## src/rtl/hatch_ctrl_param.sv

```systemverilog
// hatch_ctrl_param
// Egg-incubation controller. Owns the 1 s tick prescaler, the phase and
// frame sequencing, cold-exposure supervision and the elapsed-seconds count.
// Display logic lives elsewhere and only consumes the status outputs here.
//
// Optional feature macro: HATCH_COLD_RECOVER_EN
//   defined   -> a warm tick in SENSITIVE clears cold_cnt, so a failure needs
//                FAIL_SECS consecutive cold ticks.
//   undefined -> cold_cnt accumulates over the whole SENSITIVE phase.

module hatch_ctrl_param #(
   parameter int TICK_DIV     = 50_000_000,
   parameter int FRAME_SECS   = 2,
   parameter int SENS_FRAMES  = 10,
   parameter int TOTAL_FRAMES = 16,
   parameter int FAIL_SECS    = 5,
   parameter int FRAME_W      = 5,
   parameter int ELAP_W       = 8
) (
   input  logic               clk,
   input  logic               rst,
   input  logic               en,
   input  logic               start,
   input  logic               heat,
   output logic [2:0]         state,
   output logic [FRAME_W-1:0] frame,
   output logic [ELAP_W-1:0]  elapsed,
   output logic [FRAME_W-1:0] cold_cnt,
   output logic               tick,
   output logic               busy,
   output logic               done,
   output logic               fail
);

   localparam int PRE_W = $clog2(TICK_DIV);
   localparam int SEC_W = $clog2(FRAME_SECS + 1);

   localparam logic [PRE_W-1:0]   PRE_MAX    = PRE_W'(TICK_DIV - 1);
   localparam logic [SEC_W-1:0]   SEC_LAST   = SEC_W'(FRAME_SECS);
   localparam logic [FRAME_W-1:0] SENS_LAST  = FRAME_W'(SENS_FRAMES);
   localparam logic [FRAME_W-1:0] TOTAL_LAST = FRAME_W'(TOTAL_FRAMES);
   localparam logic [FRAME_W-1:0] FAIL_LAST  = FRAME_W'(FAIL_SECS);

   typedef enum logic [2:0] {
      ST_OFF       = 3'd0,
      ST_READY     = 3'd1,
      ST_SENSITIVE = 3'd2,
      ST_ROBUST    = 3'd3,
      ST_HATCHED   = 3'd4,
      ST_FAILED    = 3'd5
   } state_t;

   state_t             cur_state, nxt_state;
   logic [PRE_W-1:0]   presc,     nxt_presc;
   logic [SEC_W-1:0]   sec_cnt,   nxt_sec_cnt;
   logic [FRAME_W-1:0] frame_q,   nxt_frame;
   logic [ELAP_W-1:0]  elap_q,    nxt_elap;
   logic [FRAME_W-1:0] cold_q,    nxt_cold;

   logic               running;
   logic               tick_now;
   logic [SEC_W-1:0]   sec_inc;
   logic [FRAME_W-1:0] frame_inc;
   logic [FRAME_W-1:0] cold_inc;
   logic [ELAP_W-1:0]  elap_sat;

   // Running-phase decode and the derived increment values used below.
   always_comb begin
      running   = (cur_state == ST_SENSITIVE) || (cur_state == ST_ROBUST);
      tick_now  = running && (presc == PRE_MAX);
      sec_inc   = sec_cnt + 1'b1;
      frame_inc = frame_q + 1'b1;
      cold_inc  = cold_q + 1'b1;
      elap_sat  = (elap_q == {ELAP_W{1'b1}}) ? elap_q : elap_q + 1'b1;
   end

   // Next-state and next-counter logic; en low overrides everything else.
   always_comb begin
      nxt_state   = cur_state;
      nxt_presc   = presc;
      nxt_sec_cnt = sec_cnt;
      nxt_frame   = frame_q;
      nxt_elap    = elap_q;
      nxt_cold    = cold_q;

      if (running) begin
         nxt_presc = tick_now ? '0 : presc + 1'b1;
      end

      case (cur_state)
         ST_OFF: begin
            nxt_state = ST_READY;
         end

         ST_READY: begin
            if (start) begin
               nxt_state   = ST_SENSITIVE;
               nxt_presc   = '0;
               nxt_sec_cnt = '0;
               nxt_frame   = '0;
               nxt_elap    = '0;
               nxt_cold    = '0;
            end
         end

         ST_SENSITIVE: begin
            if (tick_now) begin
               nxt_elap = elap_sat;
               if (heat) begin
`ifdef HATCH_COLD_RECOVER_EN
                  nxt_cold = '0;
`endif
                  if (sec_inc == SEC_LAST) begin
                     nxt_sec_cnt = '0;
                     nxt_frame   = frame_inc;
                     if (frame_inc == SENS_LAST) begin
                        nxt_state = ST_ROBUST;
                     end
                  end else begin
                     nxt_sec_cnt = sec_inc;
                  end
               end else begin
                  nxt_cold = cold_inc;
                  if (cold_inc == FAIL_LAST) begin
                     nxt_state = ST_FAILED;
                  end
               end
            end
         end

         ST_ROBUST: begin
            if (tick_now) begin
               nxt_elap = elap_sat;
               if (sec_inc == SEC_LAST) begin
                  nxt_sec_cnt = '0;
                  nxt_frame   = frame_inc;
                  if (frame_inc == TOTAL_LAST) begin
                     nxt_state = ST_HATCHED;
                  end
               end else begin
                  nxt_sec_cnt = sec_inc;
               end
            end
         end

         ST_HATCHED, ST_FAILED: begin
            if (start) begin
               nxt_state = ST_READY;
            end
         end

         default: begin
            nxt_state = ST_OFF;
         end
      endcase

      if (!en) begin
         nxt_state   = ST_OFF;
         nxt_presc   = '0;
         nxt_sec_cnt = '0;
         nxt_frame   = '0;
         nxt_elap    = '0;
         nxt_cold    = '0;
      end
   end

   // State and counter registers.
   always_ff @(posedge clk or posedge rst) begin
      if (rst) begin
         cur_state <= ST_OFF;
         presc     <= '0;
         sec_cnt   <= '0;
         frame_q   <= '0;
         elap_q    <= '0;
         cold_q    <= '0;
      end else begin
         cur_state <= nxt_state;
         presc     <= nxt_presc;
         sec_cnt   <= nxt_sec_cnt;
         frame_q   <= nxt_frame;
         elap_q    <= nxt_elap;
         cold_q    <= nxt_cold;
      end
   end

   // Status outputs, all taken from registered state.
   always_comb begin
      state    = cur_state;
      frame    = frame_q;
      elapsed  = elap_q;
      cold_cnt = cold_q;
      tick     = tick_now;
      busy     = running;
      done     = (cur_state == ST_HATCHED);
      fail     = (cur_state == ST_FAILED);
   end

endmodule

```

## config.mk

```make
export PLATFORM = sky130hd
export DESIGN_NAME = hatch_ctrl_param
export DESIGN_NICKNAME = d
export VERILOG_FILES = /design/src/rtl/hatch_ctrl_param.sv
export SDC_FILE = /design/constraint.sdc
export NUM_CORES = 1
export LEC_CHECK = 0
export ABC_AREA = 1
export CAP_MARGIN = 20
export CORE_UTILIZATION = 35
export CTS_CLUSTER_DIAMETER = 200
export CTS_CLUSTER_SIZE = 10
export DETAILED_ROUTE_END_ITERATION = 6
export DONT_BUFFER_PORTS = 1
export GPL_TIMING_DRIVEN = 0
export SYNTH_ARGS = -nofsm -noshare
export SYNTH_HDL_FRONTEND = slang
export SYNTH_SLANG_ARGS = --single-unit
```

## constraint.sdc

```tcl
create_clock -name clk -period 3.1 [get_ports clk]
set_clock_uncertainty 0.05 [all_clocks]
set_input_delay 0.31 -clock clk [delete_from_list [all_inputs] [get_ports clk]]
set_output_delay 0.31 -clock clk [all_outputs]
set_load 0.1 [all_outputs]
```

# Word level (Yosys, flattened, before mapping)
# Cells that the tools add are included.
word_totals:
  register_bits: 49
  inputBits: 5
  output_inout_bits: 25
  elab_cells: 87
op_classes:
  add_sub_neg: 5
  eq_ne: 27
  mux: 40
  n_reduce_logical: 9
ops:
  columns: ["op", "count"]
  rows:
  - ["2-to-1 mux 26 bit", 5]
  - ["2-to-1 mux 5 bit", 9]
  - ["2-to-1 mux 3 bit", 11]
  - ["2-to-1 mux 8 bit", 4]
  - ["adder 26 x 1 -> 26 bit (second input constant)", 1]
  - ["equality test 26 bit (second input constant)", 1]
  - ["inequality test 3 bit (second input constant)", 7]
  - ["case mux 8 bit (2 select lines)", 1]
  - ["case mux 3 bit (5 select lines)", 1]
  - ["case mux 5 bit (3 select lines)", 1]
  - ["2-to-1 mux 2 bit", 6]
  - ["inequality test 3 x 2 -> 1 bit (second input constant)", 4]
  - ["inequality test 4 x 3 -> 1 bit (second input constant)", 3]
  - ["adder 5 x 1 -> 5 bit (second input constant)", 2]
  - ["case mux 5 bit (2 select lines)", 1]
  - ["AND reduction 9 bit", 1]
  - ["adder 8 x 1 -> 8 bit (second input constant)", 1]
  - ["equality test 8 bit (second input constant)", 1]
  - ["AND reduction 4 bit", 2]
  - ["equality test 3 x 2 -> 1 bit (second input constant)", 2]
  - ["equality test 3 bit (second input constant)", 2]
  - ["case mux 2 bit (3 select lines)", 1]
  - ["equality test 5 x 3 -> 1 bit (second input constant)", 1]
  - ["equality test 5 x 4 -> 1 bit (second input constant)", 1]
  - ["other kinds (11)", 12]

# Depth between registers and ports, before layout
# Gate-level depths: netlist (run 1).
logic_depth:
  depth_word: 8
  ltp_mapped: 13

# Least setup slack after synthesis (run 1)
# OpenSTA, ideal clock, no wires.
synth_path:
  kind: "register to output"
  from: "reg cur_state[2] (netlist: state[2])"
  to: "out done"
  arrival_ns: 2.637
  t_required_ns: 2.740
  path_slack_ns: 0.103
  path_stages_with_launch: 5
  path_buffers: 0
  cell_sequence: "dfrtp_1 > inv_2 > nor2_1 > inv_1 > nor2_1"
synth_between:
  elab_chain_cells: 1
synth_rtl:
  columns: ["element", "line", "source"]
  rows:
  - ["start: declaration", "53", "state_t cur_state, nxt_state;"]
  - ["start signal: assignment", "177", "cur_state <= nxt_state;"]
  - ["equality test 3 bit", "194", "done = (cur_state == ST_HATCHED);"]
  - ["end: declaration", "31", "output logic done,"]
# No other way between the ends.

# Worst setup path after layout (run 1)
layout_path:
  from: "reg cur_state[2] (netlist: state[2])"
  to: "out fail"
layout_between:
  elab_chain_cells: 1
layout_rtl:
  columns: ["element", "line", "source"]
  rows:
  - ["equality test 3 bit", "195", "fail = (cur_state == ST_FAILED);"]
  - ["end: declaration", "32", "output logic fail"]
# No other way between the ends.

==> results of run 1 <==
[flip-flops by register name (all words and copies together) (netlist names)]
name      cells
state         3
frame         5
sec_cnt       2
cold_cnt      5
presc        26
elapsed       8
[synthesized netlist by cell type (4+ instances only)]
cell type	instances
dfrtp_1	49
ha_1	6
nand2_4	5
nand4_1	14
inv_1	50
nor2_1	66
o21ai_1	4
o21ai_0	15
nor2_2	4
inv_2	6
nand3_1	27
xor2_1	6
nor2_4	6
a21oi_1	13
nand2_1	117
nor3_1	8
nand2_2	7
[critical path, cell delays in order (launching register included)]
cell     delay [ns]
dfrtp_1        1.03
inv_2          0.16
nor2_1         0.25
inv_1          0.11
nor2_2         0.81
[per-stage QoR]
stage                       util  power [mW]
after floorplan                -       1.511
after CTS                 0.3900       2.058
after detailed placement  0.3786       1.669
final                     0.3900       2.040
after global routing      0.3900       2.179
after global placement    0.3757       1.650
[logic make-up (layout without fill, tap and decap cells)]
kind of cell               after synthesis  after routing  share of synthesized area
and+or+nand+nor                        263            263                     0.3983
buffers and inverters                   62             72                    0.08046
AOI/OAI and AO/OA                       44             44                    0.08247
xor gates and xnor gates                 8              8                    0.02242
DFF                                     49             49                     0.3923
adders and majority gates                6              6                    0.02402
[cell type report]
type | count | area, um2
clock buffer | 6 | 72.57
clock inverter | 2 | 15.01
sequential | 49 | 1227
fill | 943 | 5294
inverter | 58 | 224.0
multi-input combinational | 321 | 1653
timing repair buffer | 2 | 30.03
buffer | 4 | 27.53
tap | 108 | 135.1
[power groups by stage]
stage	Clock [mW]	Sequential (mW)	Combinational, mW
final	0.389	0.953	0.697
after global routing	0.430	0.962	0.787
after CTS	0.397	0.954	0.707
after detailed placement	0	0.966	0.703
after global placement	0	0.963	0.688
after floorplan	0	0.950	0.562
[per-layer routing]
metal,vias to the layer above,routed length (um),track usage,share of wire
met5,-,0,0,0
met4,0,72,0.04289,0.010
met3,6,327,0.04147,0.047
met2,57,3347,0.2793,0.48
met1,1302,3158,0.2093,0.46
li1,1392,-,-,-
[repair_timing]
| action | 4_1_cts | 5_1_grt |
|---|---|---|
| hold endpoints to repair | 15 | 0 |
| hold buffers | 1 | 0 |
| endpoints found under the setup margin | 1 | 0 |
| gates resized for setup | 1 | 0 |
[final timing paths]
path	depth (start not counted)	end	slack [ns]
min in group asynchronous	2	frame[2]	0.37
max	4	fail	0.06
min	3	state[2]	0.11
max reg2reg	9	frame[3]	0.54
min reg2reg	1	sec_cnt[1]	0.45
max in group asynchronous	3	state[1]	2.11
==> impl_metrics.env, run 1 <==
export IMPL_status="completed"
export IMPL_syn_inst=432
export IMPL_grt_overflow=0
export IMPL_wl_per_cell_um=12.55
export IMPL_internal_power_mw=1.021
export IMPL_drc=0
export IMPL_synth_cell_type_count=40
export IMPL_most_common_layout_cells="nand2_1 (117), nor2_1 (64), inv_1 (49), dfrtp_1 (48), nand3_1 (27)"
export IMPL_ys_seq_elements=49
export IMPL_critPathKind="reg2out"
export IMPL_period_minus_slack_ns=3.037
export IMPL_place_hpwl_um=5242
export IMPL_holdWs_ns=0.1078
export IMPL_drtPass1Iterations=5
export IMPL_share_comb_of_total_power=0.342
export IMPL_cts_setup_buffers=0
export IMPL_syn_nets=443
export IMPL_postSynthAreaPerCell_um2=7.235
export IMPL_vias_per_cell=5.013
export IMPL_switching_share=0.4992
export IMPL_final_cells=550
export IMPL_synth_area_leaders="dfrtp_1 (39%), nand2_1 (14%), nor2_1 (7.9%), inv_1 (6.0%), nand3_1 (4.3%)"
export IMPL_synth_ff_type="dfrtp_1"
export IMPL_fmax_mhz=329.3
export IMPL_cp_startpoint="state[2]"
export IMPL_coreArea_um2=8678
export IMPL_drive_gt1_frac=0.1176
export IMPL_finalWorstSetupSlack_ns=0.06308
export IMPL_drt_initial_drc_count=121
export IMPL_maxCapViolCount=0
export IMPL_drt_wl_total_um=6905
export IMPL_die_h_um=96.50
export IMPL_diodes=0
export IMPL_synth_edf_count=0
export IMPL_irDropWorstVdd_mv=0.4676
export IMPL_io_buffers=0
export IMPL_num_vias=2757
export IMPL_routabilityCongestion=0.8269
export IMPL_synthArstFlopShare=1.000
export IMPL_io_pin_count=30
export IMPL_critPathLaunchType="register"
export IMPL_setup_viol=0
export IMPL_area_delta_synth_final_pct=8.287
export IMPL_placed_area_um2=3286
export IMPL_fin_nets=452
export IMPL_clockRootBuffer="clkbuf_8"
export IMPL_pwr_share_seq=0.467
export IMPL_pre_cts_slack_ns=0.3107
export IMPL_cp_max_fo=4
export IMPL_r2r_start="state[0]"
export IMPL_antenna_found_initial=0
export IMPL_hold_violations=0
export IMPL_powerDensity_nw_per_um2=602.7
export IMPL_initial_core_util=0.3601
export IMPL_clock_latency_ns=0.31
export IMPL_finalSetupTns_ns=0
export IMPL_cts_tree="built"
export IMPL_cts_buffer_depth=2
export IMPL_ant_nets=0
export IMPL_yosys_area_top_type="dfrtp_1"
export IMPL_cts_buffers=5
export IMPL_grt_pass1_wl_um=12010
export IMPL_cp_end_kind="output port"
export IMPL_cts_max_level=2
export IMPL_yosysSeqAreaShare=0.3923
export IMPL_mostFrequentLayoutCell="nand2_1"
export IMPL_slew_headroom=0.2956
export IMPL_place_inst=541
export IMPL_syn_area_um2=3125
export IMPL_clock_sinks=49
export IMPL_p_leak_nw=1.558
export IMPL_postLayoutCellArea_um2=3385
export IMPL_yosys_area_top_type_share=0.3923
export IMPL_switching_power_mw=1.018
export IMPL_cp_arrival_ns=2.68
export IMPL_yosys_warnings=0
export IMPL_hp_class="in2reg"
export IMPL_min_delay_start="start"
export IMPL_grt_max_degree=35
export IMPL_rsz0062_at_grt="no"
export IMPL_finalCritPeriodShare=0.9797
export IMPL_dieArea_um2=9312
export IMPL_worst_pin_slew_ns=1.055
export IMPL_grt_util_all_layers=0.1650
export IMPL_grt_pass1_vias=2587
export IMPL_power_share_clock=0.191
export IMPL_rows=34
export IMPL_clk_pin_slew_ns=0.10
export IMPL_die_w_um=96.50
export IMPL_cp_data_required_time_ns=2.74
export IMPL_maxSlewViolCount=0
Note: power is estimated with default switching activity, not from simulation.
==> inputs of run 2 (changes only) <==
==> constraint.sdc (replaced) <==
create_clock -name clk -period 3.3 [get_ports clk]
set_clock_uncertainty 0.05 [all_clocks]
set_input_delay 0.33 -clock clk [delete_from_list [all_inputs] [get_ports clk]]
set_output_delay 0.33 -clock clk [all_outputs]
set_load 0.02 [all_outputs]
==> run 2 against run 1 <==
  * Die area unchanged
  * Final area decreased by 0.18%
  * First-iteration DRC count increased by 3.3%
  * Via count decreased by 1.9%
  * Highest routed layer unchanged
==> impl_metrics.env, run 2 (synthesis results as in run 1) <==
export IMPL_diodes=0
export IMPL_finalCritPeriodShare=0.6555
export IMPL_dieArea_um2=9312
export IMPL_finalSetupTns_ns=0
export IMPL_slew_headroom=0.7015
export IMPL_cts_buffers=5
export IMPL_drtPass1Iterations=4
export IMPL_critPathBufInv=2
export IMPL_switching_power_uw=735.5
export IMPL_grt_util_all_layers=0.1661
export IMPL_slowest_stage="dfrtp_1"
export IMPL_rsz0062_at_grt="no"
export IMPL_pwr_share_seq=0.428
export IMPL_most_common_layout_cells="nand2_1 (117), nor2_1 (66), inv_1 (49), dfrtp_1 (49), nand3_1 (27)"
export IMPL_hp_class="in2reg"
export IMPL_area_delta_synth_final_pct=8.086
export IMPL_critPathKind="reg2out"
export IMPL_grt_max_degree=35
export IMPL_place_inst=541
export IMPL_clk_pin_slew_ns=0.10
export IMPL_hold_violations=0
export IMPL_cts_max_level=2
export IMPL_cp_data_required_time_ns=2.92
export IMPL_slowest_delay_ns=0.63
export IMPL_period_minus_slack_ns=2.163
export IMPL_grt_overflow=0
export IMPL_regMostFlops="presc"
export IMPL_cts_setup_buffers=0
export IMPL_mostFrequentLayoutCell="nand2_1"
export IMPL_drt_wl_total_um=6877
export IMPL_crit_chain="inv_2, nor2_4, nand3_4, nor2_8, nand2_4, inv_1"
export IMPL_maxCapViolCount=0
export IMPL_drt_initial_drc_count=125
export IMPL_die_h_um=96.50
export IMPL_antenna_found_initial=0
export IMPL_share_comb_of_total_power=0.358
export IMPL_drive_gt1_frac=0.1109
export IMPL_largest_reg_flops=26
export IMPL_num_vias=2704
export IMPL_worst_pin_slew_ns=0.4477
export IMPL_irDropWorstVdd_mv=0.3103
export IMPL_die_w_um=96.50
export IMPL_critPathLaunchType="register"
export IMPL_grt_pass1_wl_um=12120
export IMPL_fmax_mhz=462.3
export IMPL_wl_per_cell_um=12.50
export IMPL_cp_top_family="flip-flops"
export IMPL_powerDensity_nw_per_um2=502.5
export IMPL_r2r_slack_ns=1.33
export IMPL_internal_power_uw=962.1
export IMPL_routabilityCongestion=0.8269
export IMPL_clockRootBuffer="clkbuf_8"
export IMPL_rows=34
export IMPL_cts_tree="built"
export IMPL_grt_pass1_vias=2595
export IMPL_place_hpwl_um=5243
export IMPL_maxSlewViolCount=0
export IMPL_p_total_mw=1.698
export IMPL_holdWs_ns=0.1290
export IMPL_status="completed"
export IMPL_power_share_clock=0.213
export IMPL_ant_nets=0
export IMPL_clock_latency_ns=0.31
export IMPL_p_leak_nw=1.560
export IMPL_cp_arrival_ns=1.78
export IMPL_cp_max_fo=7
export IMPL_switching_share=0.4333
export IMPL_io_pin_count=30
export IMPL_final_cells=550
export IMPL_clock_sinks=49
export IMPL_coreArea_um2=8678
export IMPL_cp_end_kind="output port"
export IMPL_vias_per_cell=4.916
export IMPL_io_buffers=0
export IMPL_initial_core_util=0.3601
export IMPL_fin_nets=452
export IMPL_fillers=950
export IMPL_cts_buffer_depth=2
export IMPL_drc=0
export IMPL_setup_viol=0
==> run 2: cell counts in the layout (fill, tap and decap cells not counted) <==
No cell type changed its count.
==> run 2: cell type report <==
class                           count  area (um2)  area share
Multi-Input combinational cell    321        1648      0.4878
Clock buffer                        6       72.57     0.02148
Inverter                           58       224.0     0.06630
Sequential cell                    49        1226      0.3630
Timing Repair Buffer                2       30.03    0.008889
Tap cell                          108       135.1     0.04000
Buffer                              4       27.53    0.008148
Clock inverter                      2       15.01    0.004444
==> run 2: worst paths after layout <==
check,cells past startpoint,start,to
setup / recovery,6,state[1],tick
hold reg to reg,1,sec_cnt[1],sec_cnt[1]
setup reg to reg,9,state[1],state[1]
min in group asynchronous,2,rst,frame[4]
hold / removal,3,start,state[2]
max in group asynchronous,3,rst,presc[4]
==> run 2: stage by stage <==
stage,worst slack [ns],utilization,area (um2)
final,1.137,0.3893,3378
after global routing,1.005,0.3893,3378
after CTS,1.115,0.3893,3378
after detailed placement,1.323,0.3780,3281
after global placement,1.082,0.3757,3261
after floorplan,1.634,-,3126
==> run 2: power by group through the flow <==
| stage | registers [mW] | logic, mW | clock network, mW |
|---|---|---|---|
| 2_1_floorplan | 0.726 | 0.481 | 0 |
| 3_3_place_gp | 0.739 | 0.599 | 0 |
| 3_5_place_dp | 0.741 | 0.613 | 0 |
| 4_1_cts | 0.729 | 0.616 | 0.376 |
| 5_1_grt | 0.737 | 0.690 | 0.402 |
| 6_report | 0.727 | 0.608 | 0.362 |
==> run 2: worst reg2reg max path: stages, from the launching register on <==
cell and delay, ns:
dfrtp_1 0.63, nand2_4 0.17, nor2_4 0.27, inv_2 0.16, nor2_2 0.18, nand2_1 0.09, nand3_1 0.13, nor2_2 0.07
nand2_1 0.06, nand2_1 0.06
==> run 2: routing by layer <==
| metal | part of all wire | vias up | global-route usage |
|---|---|---|---|
| li1 | - | 1395 | - |
| met1 | 0.47 | 1259 | 0.2144 |
| met2 | 0.49 | 44 | 0.2788 |
| met3 | 0.037 | 6 | 0.03599 |
| met4 | 0.011 | 0 | 0.04779 |
| met5 | 0 | - | 0 |
==> run 2: what timing repair did <==
item / CTS / global route
resized for setup: 0 / 0
hold buffers: 1 / 0
endpoints found under the hold margin: 15 / 0
==> inputs of run 3 (changes only) <==
==> constraint.sdc (replaced) <==
create_clock -name clk -period 1.9 [get_ports clk]
set_clock_uncertainty 0.05 [all_clocks]
set_input_delay 0.19 -clock clk [delete_from_list [all_inputs] [get_ports clk]]
set_output_delay 0.19 -clock clk [all_outputs]
set_load 0.02 [all_outputs]
==> run 3 against run 2 <==
  * Sequential share of layout area shrank 1.2 points
  * Critical path type is now reg2reg
  * Critical endpoint is now presc[24]
  * Core utilization grew 1.6 points
  * Largest power group unchanged
  * Worst setup slack got worse by 1.1 ns
  * Largest cell class unchanged
==> impl_metrics.env, run 3 (synthesis results as in run 1) <==
export IMPL_top_layer_used="met4"
export IMPL_mostFrequentLayoutCell="nand2_1"
export IMPL_place_hpwl_um=5243
export IMPL_cts_max_level=2
export IMPL_num_vias=2746
export IMPL_cp_arrival_ns=2.01
export IMPL_drt_initial_drc_count=84
export IMPL_irDropWorstVdd_mv=0.5785
export IMPL_cts_tree="built"
export IMPL_maxSlewViolCount=0
export IMPL_cp_data_required_time_ns=2.05
export IMPL_slowest_delay_ns=0.53
export IMPL_antenna_found_initial=0
export IMPL_rsz0062_at_grt="yes"
export IMPL_power_share_clock=0.207
export IMPL_status="completed"
export IMPL_pre_cts_slack_ns=-0.07668
export IMPL_placed_area_um2=3281
export IMPL_critPathLaunchType="register"
export IMPL_cp_top_family="simple AND/OR/NAND/NOR gates"
export IMPL_switching_power_mw=1.305
export IMPL_area_delta_synth_final_pct=12.57
export IMPL_multiInputGateArea_um2=1694
export IMPL_drt_wl_total_um=7027
export IMPL_fin_nets=461
export IMPL_hp_class="in2reg"
export IMPL_io_pin_count=30
export IMPL_maxCapViolCount=0
export IMPL_critPathBufInv=2
export IMPL_timing_rr_end="presc[24]"
export IMPL_initial_core_util=0.3601
export IMPL_cts_buffers=5
export IMPL_worst_pin_slew_ns=0.3836
export IMPL_diodes=0
export IMPL_ff_latch_area_um2=1235
export IMPL_min_delay_start="en"
export IMPL_period_minus_slack_ns=1.862
export IMPL_cts_buffer_depth=2
export IMPL_grt_util_all_layers=0.1673
export IMPL_min_to="elapsed[7]"
export IMPL_regMostFlops="presc"
export IMPL_clk_pin_slew_ns=0.09
export IMPL_critPathKind="reg2reg"
export IMPL_die_w_um=96.50
export IMPL_die_h_um=96.50
export IMPL_powerDensity_nw_per_um2=857.9
export IMPL_routedLengthMet1_um=3248
export IMPL_grt_max_degree=35
export IMPL_coreArea_um2=8678
export IMPL_routabilityCongestion=0.8269
export IMPL_drtPass1Iterations=4
export IMPL_clock_sinks=49
export IMPL_postLayoutCellArea_um2=3518
export IMPL_wl_per_cell_um=12.57
export IMPL_finalCritPeriodShare=0.9801
export IMPL_internal_power_mw=1.714
export IMPL_largest_reg_flops=26
export IMPL_grt_overflow=0
export IMPL_clock_latency_ns=0.31
export IMPL_drive_gt1_frac=0.1596
export IMPL_dieArea_um2=9312
export IMPL_most_common_layout_cells="nand2_1 (113), nor2_1 (63), inv_1 (48), dfrtp_1 (42), nand3_1 (27)"
export IMPL_clockRootBuffer="clkbuf_8"
export IMPL_r2r_start="state[1]"
export IMPL_slowest_stage="dfrtp_2"
export IMPL_wl_met2_um=3459
export IMPL_p_leak_nw=1.583
export IMPL_routed_wl_met3_um=229
export IMPL_fillers=937
export IMPL_grt_pass1_vias=2618
export IMPL_hold_violations=0
export IMPL_ant_nets=0
export IMPL_grt_pass1_wl_um=12200
export IMPL_share_comb_of_total_power=0.369
export IMPL_io_buffers=0
export IMPL_vias_per_cell=4.912
export IMPL_switching_share=0.4322
export IMPL_pwr_share_seq=0.424
export IMPL_post_route_util=0.4054
export IMPL_rows=34
export IMPL_finalWorstSetupSlack_ns=0.03772
export IMPL_drc=0
export IMPL_reg2reg_depth=10
export IMPL_cp_max_fo=7
export IMPL_p_total_mw=3.018
export IMPL_setup_viol=0
export IMPL_fmax_mhz=537.0
export IMPL_crit_chain="inv_2, nor2_4, nand3_4, nor2_8, buf_4, nand3_4, nor2_4, nand3_1, nand2_1, nor2_1"
export IMPL_r2r_slack_ns=0.04
export IMPL_min_path_cells=2
export IMPL_cp_end_kind="register"
export IMPL_slew_headroom=0.7433
-- run 3: changes by cell type in the layout (fill, tap and decap cells not counted), sizes merged --
cell / delta
dlygate4sd3: +3
buf: +6
-- run 3: what timing repair did --
action                                 CTS  global route
pin swaps                                1             8
buffers inserted                         1             5
gates resized for setup                  3            25
setup endpoints to repair               35            44
endpoints found under the hold margin   17             0
hold buffers                             4             0
-- run 3: per-stage QoR --
| step | hold slack, ns | std cells | TNS [ns] |
|---|---|---|---|
| 2_1_floorplan | 0.3002 | 432 | 0 |
| 3_3_place_gp | 0.3228 | 540 | -8.798 |
| 3_5_place_dp | 0.02731 | 541 | -0.7821 |
| 4_1_cts | 0.0006803 | 554 | -0.0004667 |
| 5_1_grt | 0.003084 | 559 | -1.931 |
| 6_report | 0.006641 | 559 | 0 |
-- run 3: power groups by stage --
stage / Combinational [mW] / Clock (mW) / Sequential [mW]
2_1_floorplan: 0.835 / 0 / 1.26
3_3_place_gp: 1.04 / 0 / 1.28
3_5_place_dp: 1.06 / 0 / 1.29
4_1_cts: 1.08 / 0.654 / 1.27
5_1_grt: 1.26 / 0.699 / 1.29
6_report: 1.11 / 0.626 / 1.28
-- run 3: layout make-up --
type	count	share of cell area
plain buffers	4	0.009957
clock buffers	6	0.02063
clock inverters	2	0.004267
inverters	58	0.06437
multi-input cells	321	0.4815
flip-flops and latches	49	0.3510
well taps	108	0.03841
repair buffers	11	0.02987
-- run 3: how the worst max path moves through the flow --
stage | start | to | slack (ns) | cells after the start
after floorplan | state[1] | frame[0] | 0.23 | 11
after global placement | rst | elapsed[3] | -0.18 | 1
after detailed placement | state[1] | state[1] | -0.08 | 9
after CTS | state[2] | presc[18] | -0.0005 | 12
after global routing | presc[20] | cold_cnt[4] | -0.14 | 9
final | state[1] | presc[24] | 0.04 | 10
-- run 3: routing by layer --
layer / vias to the layer above / global-route usage
li1: 1412 / -
met1: 1288 / 0.2163
met2: 38 / 0.2823
met3: 8 / 0.03443
met4: 0 / 0.04657
met5: - / 0
